$ cat config.mk
export PLATFORM = sky130hd
export DESIGN_NAME = ram_master_flat
export DESIGN_NICKNAME = d
export VERILOG_FILES = /design/src/rtl/ram_master_pkg.sv /design/src/rtl/ram_master_if.sv /design/src/rtl/ram_master.sv /design/src/flat_wrapper.sv
export SDC_FILE = /design/constraint.sdc
export NUM_CORES = 1
export LEC_CHECK = 0
export ABC_AREA = 0
export CAP_MARGIN = 20
export CORE_MARGIN = 4
export CORE_UTILIZATION = 46
export CTS_CLUSTER_DIAMETER = 50
export DETAILED_ROUTE_END_ITERATION = 6
export GPL_ROUTABILITY_DRIVEN = 0
export PLACE_DENSITY = 0.95
export RECOVER_POWER = 25
export SYNTH_ARGS = -nofsm -noshare
export SYNTH_HDL_FRONTEND = slang
export SYNTH_SLANG_ARGS = --single-unit
$ cat constraint.sdc
create_clock -name clk -period 9.5 [get_ports clk]
set_input_delay 1.9 -clock clk [delete_from_list [all_inputs] [get_ports clk]]
set_output_delay 1.9 -clock clk [all_outputs]
set_load 0.01 [all_outputs]
$ cat src/rtl/ram_master_pkg.sv
// rtl/ram_master_pkg.sv - shared response codes and FSM encoding for the RAM initiator
package ram_master_pkg;

  // Completion status returned to the CPU with resp_valid
  typedef enum logic [1:0] {
    ERR_OK      = 2'b00,
    ERR_BUS_EXC = 2'b01,
    ERR_TIMEOUT = 2'b10,
    ERR_RANGE   = 2'b11
  } resp_err_e;

  // One transaction in flight: pick a strobe, wait for the RAM, pulse the response
  typedef enum logic [1:0] {
    ST_IDLE    = 2'b00,
    ST_RD_WAIT = 2'b01,
    ST_WR_WAIT = 2'b10,
    ST_RESP    = 2'b11
  } state_e;

endpackage

$ cat src/rtl/ram_master_if.sv
// rtl/ram_master_if.sv - single-word RAM port between the initiator and the ram block
interface ram_master_if;
  logic        read;
  logic        write;
  logic [31:0] r_addr;
  logic [31:0] w_addr;
  logic [31:0] w_line;
  logic [31:0] r_line;
  logic        rrdy;
  logic        wrdy;
  logic        exc;

  modport master (
    output read, write, r_addr, w_addr, w_line,
    input  r_line, rrdy, wrdy, exc
  );

  modport slave (
    input  read, write, r_addr, w_addr, w_line,
    output r_line, rrdy, wrdy, exc
  );
endinterface

$ cat src/rtl/ram_master.sv
// rtl/ram_master.sv - CPU load/store initiator with range check, stale-status mask and timeout
module ram_master
  import ram_master_pkg::*;
#(
  parameter int MEM_WORDS = 262144,
  parameter int TIMEOUT   = 16
) (
  input  logic         clk,
  input  logic         rst,
  input  logic         req_valid,
  input  logic         req_we,
  input  logic [31:0]  req_addr,
  input  logic [31:0]  req_wdata,
  output logic         req_ready,
  output logic         resp_valid,
  output logic [31:0]  resp_rdata,
  output logic [1:0]   resp_err,
  ram_master_if.master ram
);

  localparam int CW = $clog2(TIMEOUT);

  state_e      state_q, state_d;
  logic [CW-1:0] wait_q, wait_d;
  logic        read_q, read_d;
  logic        write_q, write_d;
  logic [31:0] r_addr_q, r_addr_d;
  logic [31:0] w_addr_q, w_addr_d;
  logic [31:0] w_line_q, w_line_d;
  logic [31:0] rdata_q, rdata_d;
  resp_err_e   err_q, err_d;
  logic        rdy;

  // State register plus the strobe/capture registers; reset drops strobes immediately
  always_ff @(posedge clk or posedge rst) begin
    if (rst) begin
      state_q  <= ST_IDLE;
      wait_q   <= '0;
      read_q   <= 1'b0;
      write_q  <= 1'b0;
      r_addr_q <= '0;
      w_addr_q <= '0;
      w_line_q <= '0;
      rdata_q  <= '0;
      err_q    <= ERR_OK;
    end else begin
      state_q  <= state_d;
      wait_q   <= wait_d;
      read_q   <= read_d;
      write_q  <= write_d;
      r_addr_q <= r_addr_d;
      w_addr_q <= w_addr_d;
      w_line_q <= w_line_d;
      rdata_q  <= rdata_d;
      err_q    <= err_d;
    end
  end

  // Next state: the first wait cycle ignores rrdy/wrdy/exc left over from the previous access
  always_comb begin
    state_d  = state_q;
    wait_d   = wait_q;
    read_d   = read_q;
    write_d  = write_q;
    r_addr_d = r_addr_q;
    w_addr_d = w_addr_q;
    w_line_d = w_line_q;
    rdata_d  = rdata_q;
    err_d    = err_q;
    rdy      = (state_q == ST_RD_WAIT) ? ram.rrdy : ram.wrdy;
    case (state_q)
      ST_IDLE: begin
        if (req_valid) begin
          wait_d = '0;
          if (req_we) begin
            w_addr_d = req_addr;
            w_line_d = req_wdata;
          end else begin
            r_addr_d = req_addr;
          end
          if (req_addr >= 32'(MEM_WORDS)) begin
            err_d   = ERR_RANGE;
            rdata_d = '0;
            state_d = ST_RESP;
          end else if (req_we) begin
            write_d = 1'b1;
            state_d = ST_WR_WAIT;
          end else begin
            read_d  = 1'b1;
            state_d = ST_RD_WAIT;
          end
        end
      end
      ST_RD_WAIT, ST_WR_WAIT: begin
        if (wait_q == '0) begin
          wait_d = wait_q + CW'(1);
        end else if (rdy) begin
          read_d  = 1'b0;
          write_d = 1'b0;
          rdata_d = (state_q == ST_RD_WAIT) ? ram.r_line : '0;
          err_d   = ERR_OK;
          state_d = ST_RESP;
        end else if (ram.exc) begin
          read_d  = 1'b0;
          write_d = 1'b0;
          rdata_d = '0;
          err_d   = ERR_BUS_EXC;
          state_d = ST_RESP;
        end else if (wait_q == CW'(TIMEOUT - 1)) begin
          read_d  = 1'b0;
          write_d = 1'b0;
          rdata_d = '0;
          err_d   = ERR_TIMEOUT;
          state_d = ST_RESP;
        end else begin
          wait_d = wait_q + CW'(1);
        end
      end
      ST_RESP: begin
        state_d = ST_IDLE;
      end
      default: begin
        state_d = ST_IDLE;
      end
    endcase
  end

  assign req_ready  = (state_q == ST_IDLE);
  assign resp_valid = (state_q == ST_RESP);
  assign resp_rdata = rdata_q;
  assign resp_err   = err_q;

  assign ram.read   = read_q;
  assign ram.write  = write_q;
  assign ram.r_addr = r_addr_q;
  assign ram.w_addr = w_addr_q;
  assign ram.w_line = w_line_q;

endmodule

$ cat src/flat_wrapper.sv
// flat-port wrapper written by rule: the top's interface ports become plain ports
module ram_master_flat import ram_master_pkg::*;
#(
  parameter int MEM_WORDS = 262144,
  parameter int TIMEOUT   = 16
)
  (clk, rst, req_valid, req_we, req_addr, req_wdata, req_ready, resp_valid, resp_rdata, resp_err, ram_read, ram_write, ram_r_addr, ram_w_addr, ram_w_line, ram_r_line, ram_rrdy, ram_wrdy, ram_exc);
  ram_master_if ram_i ();
  input  logic clk;
  input  logic rst;
  input  logic req_valid;
  input  logic req_we;
  input  logic [31:0] req_addr;
  input  logic [31:0] req_wdata;
  output logic req_ready;
  output logic resp_valid;
  output logic [31:0] resp_rdata;
  output logic [1:0] resp_err;
  output wire logic [$bits(ram_i.read)-1:0] ram_read;
  output wire logic [$bits(ram_i.write)-1:0] ram_write;
  output wire logic [$bits(ram_i.r_addr)-1:0] ram_r_addr;
  output wire logic [$bits(ram_i.w_addr)-1:0] ram_w_addr;
  output wire logic [$bits(ram_i.w_line)-1:0] ram_w_line;
  input wire logic [$bits(ram_i.r_line)-1:0] ram_r_line;
  input wire logic [$bits(ram_i.rrdy)-1:0] ram_rrdy;
  input wire logic [$bits(ram_i.wrdy)-1:0] ram_wrdy;
  input wire logic [$bits(ram_i.exc)-1:0] ram_exc;
  assign ram_read = ram_i.read;
  assign ram_write = ram_i.write;
  assign ram_r_addr = ram_i.r_addr;
  assign ram_w_addr = ram_i.w_addr;
  assign ram_w_line = ram_i.w_line;
  assign ram_i.r_line = ram_r_line;
  assign ram_i.rrdy = ram_rrdy;
  assign ram_i.wrdy = ram_wrdy;
  assign ram_i.exc = ram_exc;
  ram_master #(.MEM_WORDS(MEM_WORDS), .TIMEOUT(TIMEOUT)) u_core (.clk(clk), .rst(rst), .req_valid(req_valid), .req_we(req_we), .req_addr(req_addr), .req_wdata(req_wdata), .req_ready(req_ready), .resp_valid(resp_valid), .resp_rdata(resp_rdata), .resp_err(resp_err), .ram(ram_i));
endmodule
==> results.cfg, run 1 <==
[worst_setup_path]
crit_path_top_delay_cell = clkinvlp_2
crit_path_end_kind = asynchronous set/reset pin
criticalPathCategory = in -> async
cp.arrival_ns = 5.14
worstSetupStartpointType = input port
critPathCapture = u_core.ram.w_addr[11]
rr_endpoint = u_core.resp_err[1]
critPathMaxFanout = 70
reg2reg_from = u_core.state_q[1]
worstPathCellList = dlygate4sd3_1, clkinvlp_2, buf_4
worst_path_largest_cell_delay_ns = 1.68
crit_path_start = rst
ff2ff_setup_slack_ns = 6.62
r2r_cells = 8
required_ns = 9.92

[floorplan]
die_h_um = 118.9
initial_core_util = 0.4714
coreArea_um2 = 12010
rows = 40
dieArea_um2 = 14150
die_w_um = 118.9
num_io_pins = 237

[route]
drt-vias-per-instance = 5.044
post_drt_wl_per_cell_um = 19.71
drtAntennaViolNets = 0
drt_iter0_drc = 160
vias = 4091
drt-total-wl_um = 15990
firstDrtPassIters = 4
drc = 0

[synth]
synth_cell_types = 31
async_flop_share = 1.000
synth_area_um2 = 5662
synth.largest_area_cell = dfrtp_1
synth_nets = 521
yosysWarnings = 0
synth_common_cells = dfrtp_1 (138), mux2_2 (96), inv_1 (41)
synth.most_common_cell = dfrtp_1
ys_seq_elements = 138
synth_edf_count = 0
seq_area_frac_synth = 0.6099
ys_top_cells_by_area = dfrtp_1 (61%), mux2_2 (19%), mux2i_1 (6.0%)
synthCells = 413
synthFlopType = dfrtp_1
syn_area_per_cell_um2 = 13.71
synth_top_area_frac = 0.6099

[clock_network]
cts_resized = 0
h-tree-depth = 4
tritoncts = yes
cts_root_buffer = clkbuf_16
post_cts_buffers = 0
clk_pin_slew_ns = 0.06
cts_hold_buf = 0
clkLatencyLatePin_ns = 0.41
numCtsBuffers = 17
clock_path_buffers = 2
cts.sinks = 138

[min_path]
worstHoldPathType = reg -> reg
hp-start = u_core.ram.w_line[14]

[timing]
slew_headroom = -0.9986
finClkSkew_ns = 0.007487
setup_ws_ns = 4.788
rsz0062_at_grt = no
tightest_slew_ns = 2.982
max_freq_mhz = 212.2
slew_viol_final = 71
finalSetupTns_ns = 0
holdWs_ns = 0.4950
hold_viol_final = 0
period_needed_ns = 4.712
finalCritPeriodShare = 0.4960
setup_viol = 0

[grt]
grt_pass1_vias = 4748
antenna_found_initial = 0
grt-ovfl-total = 0
grt_max_degree = 71
grt_usage = 0.2319
grt_pass1_wl_um = 25350

[placed_design]
place_area_um2 = 8147
dp_slack_ns = 5.030
port_buffers = 236
dp_hpwl_um = 11260

[power_and_ir_drop]
worst_ir_drop_vdd_v = 0.0002106
leakage_nw = 3.860
power_density_nw_per_um2 = 348.8

[layout]
drive_above_1_share = 0.2048
insertedDiodeCount = 0
nNetsFinal = 760
fin_area_um2 = 8716
syn_to_final_growth_pct = 53.94

[run_status]
violations = capacitance limit, slew limit
outcome = finished, violations left

[flow_run]
maxCapViolations = 1
==> critical path, delay by kind of cell <==
family / cells / cell delay [ns]
buffers and inverters: 3 / 3.14
==> stage by stage <==
step	power [mW]	utilization	instances
floorplan	1.685	-	413
global placement	2.350	0.6782	779
detailed placement	2.415	0.6782	779
CTS	3.095	0.7265	810
global route	3.201	0.7256	811
finish	3.040	0.7256	811
==> flip-flops by register name (all words and copies together) (netlist names) <==
| name | cells |
|---|---|
| u_core.ram.read | 1 |
| u_core.ram.write | 1 |
| u_core.ram.w_addr | 32 |
| u_core.wait_q | 4 |
| u_core.state_q | 2 |
| u_core.ram.r_addr | 32 |
| u_core.resp_rdata | 32 |
| u_core.resp_err | 2 |
| u_core.ram.w_line | 32 |
==> logic make-up (layout without fill, tap and decap cells) <==
family | Yosys count | count (layout) | synth area share
adders and majority gates | 5 | 5 | 0.01105
buffers and inverters | 60 | 311 | 0.04464
AOI/OAI and AO/OA | 18 | 18 | 0.02917
and+or+nand+nor | 58 | 58 | 0.04553
muxes | 134 | 134 | 0.2597
DFF | 138 | 138 | 0.6099
==> per-layer routing <==
metal | GRT usage | part of all wire | up-vias
li1 | - | - | 1867
met1 | 0.2448 | 0.37 | 1991
met2 | 0.4025 | 0.50 | 201
met3 | 0.1026 | 0.10 | 32
met4 | 0.09776 | 0.030 | 0
met5 | 0 | 0 | -
==> cell type report <==
type,instances,area (um^2)
tap,147,183.9
fill,754,3296
sequential,138,3453
clock buffer,20,456.7
clock inverter,11,122.6
timing repair buffer,239,2389
multi-input combinational,215,1956
inverter,41,155.1
==> where the power goes <==
group	internal, mW	switching (mW)	leakage (nW)
sequential	0.862	0.156	1.72
clock	0.398	0.243	0.274
combinational	0.782	0.598	1.87
total	2.04	0.998	3.86
==> worst min path at each step <==
stage	to	slack (ns)	cells after the start
2_1_floorplan	u_core.state_q[1]	0.49	1
3_3_place_gp	u_core.ram.w_line[9]	0.49	1
6_report	u_core.ram.w_line[14]	0.50	1
5_1_grt	u_core.ram.w_line[14]	0.51	1
3_5_place_dp	u_core.ram.read	0.49	1
4_1_cts	u_core.ram.r_addr[27]	0.51	1
==> cell usage in the layout, fill, tap and decap left out, types with 3 or more instances in the layout <==
cell | synthesis | layout
clkdlybuf4s50_1 | 0 | 204
a22o_1 | 3 | 3
nand2_1 | 38 | 38
dlygate4sd3_1 | 0 | 32
and3_1 | 3 | 3
dfrtp_1 | 138 | 138
ha_1 | 5 | 5
clkinvlp_4 | 0 | 4
mux2_1 | 3 | 4
nor4_1 | 3 | 3
mux2_2 | 96 | 96
mux2i_1 | 34 | 34
inv_1 | 41 | 40
clkinv_2 | 0 | 3
clkbuf_16 | 0 | 17
o21ai_0 | 6 | 6
nor2_1 | 5 | 5
Power figures use the tool's default switching activity.
==> inputs of run 2 (changes only) <==
Settings changed: CORE_UTILIZATION 46 to 43, PLACE_DENSITY 0.95 to 0.91.
Clock period 9.5 ns to 4.6 ns, I/O delays scaled along.
==> results.cfg, run 2 (synthesized netlist as in run 1, its figures left out) <==
[run_status]
outcome = finished, violations left
violations = capacitance limit, slew limit

[timing]
tightest_slew_ns = 2.150
slew_headroom = -0.4336
finalSetupTns_ns = 0
finalCritPeriodShare = 0.7342
slew_viol_final = 40
setup_viol = 0
holdWs_ns = 0.5001
period_needed_ns = 3.377
setup_ws_ns = 1.223
hold_viol_final = 0
rsz0062_at_grt = no
max_freq_mhz = 296.1
finClkSkew_ns = 0.009144

[worst_setup_path]
reg2reg_from = u_core.state_q[0]
worstSetupStartpointType = input port
crit_path_end_kind = asynchronous set/reset pin
cp.arrival_ns = 3.92
required_ns = 5.14
criticalPathCategory = in -> async
r2r_cells = 8
ff2ff_setup_slack_ns = 2.00
critPathMaxFanout = 40
worstPathCellList = dlygate4sd3_1, clkinvlp_2, clkbuf_1, buf_4
crit_path_top_delay_cell = clkbuf_1
worst_path_largest_cell_delay_ns = 1.57
rr_endpoint = u_core.resp_rdata[18]

[min_path]
whs_path_depth = 1
hp-start = u_core.ram.w_addr[14]
min_to = u_core.ram.w_addr[14]
worstHoldPathType = reg -> reg

[floorplan]
dieArea_um2 = 15070
coreArea_um2 = 12770
rows = 41
num_io_pins = 237
initial_core_util = 0.4432
die_w_um = 122.7
die_h_um = 122.7

[grt]
grt_usage = 0.2042
antenna_found_initial = 0
grt_pass1_vias = 4465
grt_max_degree = 65
grt_pass1_wl_um = 23350
grt-ovfl-total = 0

[clock_network]
clock_path_buffers = 2
numCtsBuffers = 17
cts_resized = 0
tritoncts = yes
cts.sinks = 138
clk_pin_slew_ns = 0.05
clkLatencyLatePin_ns = 0.41
cts_hold_buf = 0
post_cts_buffers = 0
cts_root_buffer = clkbuf_16
h-tree-depth = 4

[route]
wl_met2_um = 7500
post_drt_wl_per_cell_um = 18.15
drt-vias-per-instance = 4.925
drt_iter0_drc = 169
drc = 0
drt-total-wl_um = 15190
top_layer = met4
met1Wirelength_um = 5681
vias = 4122
drtAntennaViolNets = 0
met3_length_um = 1693
firstDrtPassIters = 4

[layout]
num-fill-cells = 833
drive_above_1_share = 0.2060
layout_commonest_cell = clkdlybuf4s50_1
insertedDiodeCount = 0
fin_util = 0.6864
layout_common_cells = clkdlybuf4s50_1 (235), dfrtp_1 (138), mux2_2 (96), inv_1 (40), nand2_1 (38)
nNetsFinal = 763
syn_to_final_growth_pct = 54.85

[placed_design]
dp_slack_ns = 0.9794
port_buffers = 236
dp_hpwl_um = 11120

[power_and_ir_drop]
leakage_nw = 3.812
power_density_nw_per_um2 = 706.3
worst_ir_drop_vdd_v = 0.0004630

[flow_run]
maxCapViolations = 1
[run 2: metal layers]
metal	vias to the layer above	global-route usage
met2	183	0.3427
met1	2034	0.2210
met5	-	0
met3	27	0.09862
li1	1878	-
met4	0	0.08328
[run 2: through the flow]
step                std cells  instance area, um^2  power, mW
global placement          806                 8204      4.847
floorplan                 413                 5665      3.479
finish                    837                 8767      6.192
CTS                       835                 8738      6.251
detailed placement        806                 8204      4.976
global route              837                 8767      6.560
[run 2: power by group]
part | switching (mW) | total [mW] | internal, mW
sequential | 0.306 | 2.09 | 1.78
combinational | 1.20 | 2.87 | 1.67
clock | 0.475 | 1.23 | 0.758
total | 1.98 | 6.19 | 4.21
[run 2: worst max path at each step]
stage / end / slack [ns] / start / depth (start not counted)
floorplan: u_core.ram.r_addr[0] / 1.96 / rst / 1
global placement: u_core.resp_rdata[20] / 1.12 / req_addr[18] / 6
detailed placement: u_core.resp_rdata[18] / 0.98 / req_addr[18] / 6
CTS: u_core.resp_rdata[18] / 1.41 / req_addr[18] / 6
global route: u_core.ram.r_addr[16] / 0.73 / rst / 4
finish: u_core.ram.r_addr[0] / 1.22 / rst / 4
[run 2: layout make-up]
type / instances / area, um^2 / area share
Clock buffer: 21 / 460.4 / 0.05252
Clock inverter: 8 / 73.82 / 0.008420
Inverter: 41 / 155.1 / 0.01770
Multi-Input combinational cell: 215 / 1973 / 0.2251
Sequential cell: 138 / 3453 / 0.3939
Tap cell: 172 / 215.2 / 0.02455
Timing Repair Buffer: 242 / 2436 / 0.2779
[run 2: worst max-delay path, delay by kind of cell]
kind	cells	cell delay, ns
buffers and inverters	4	2.97
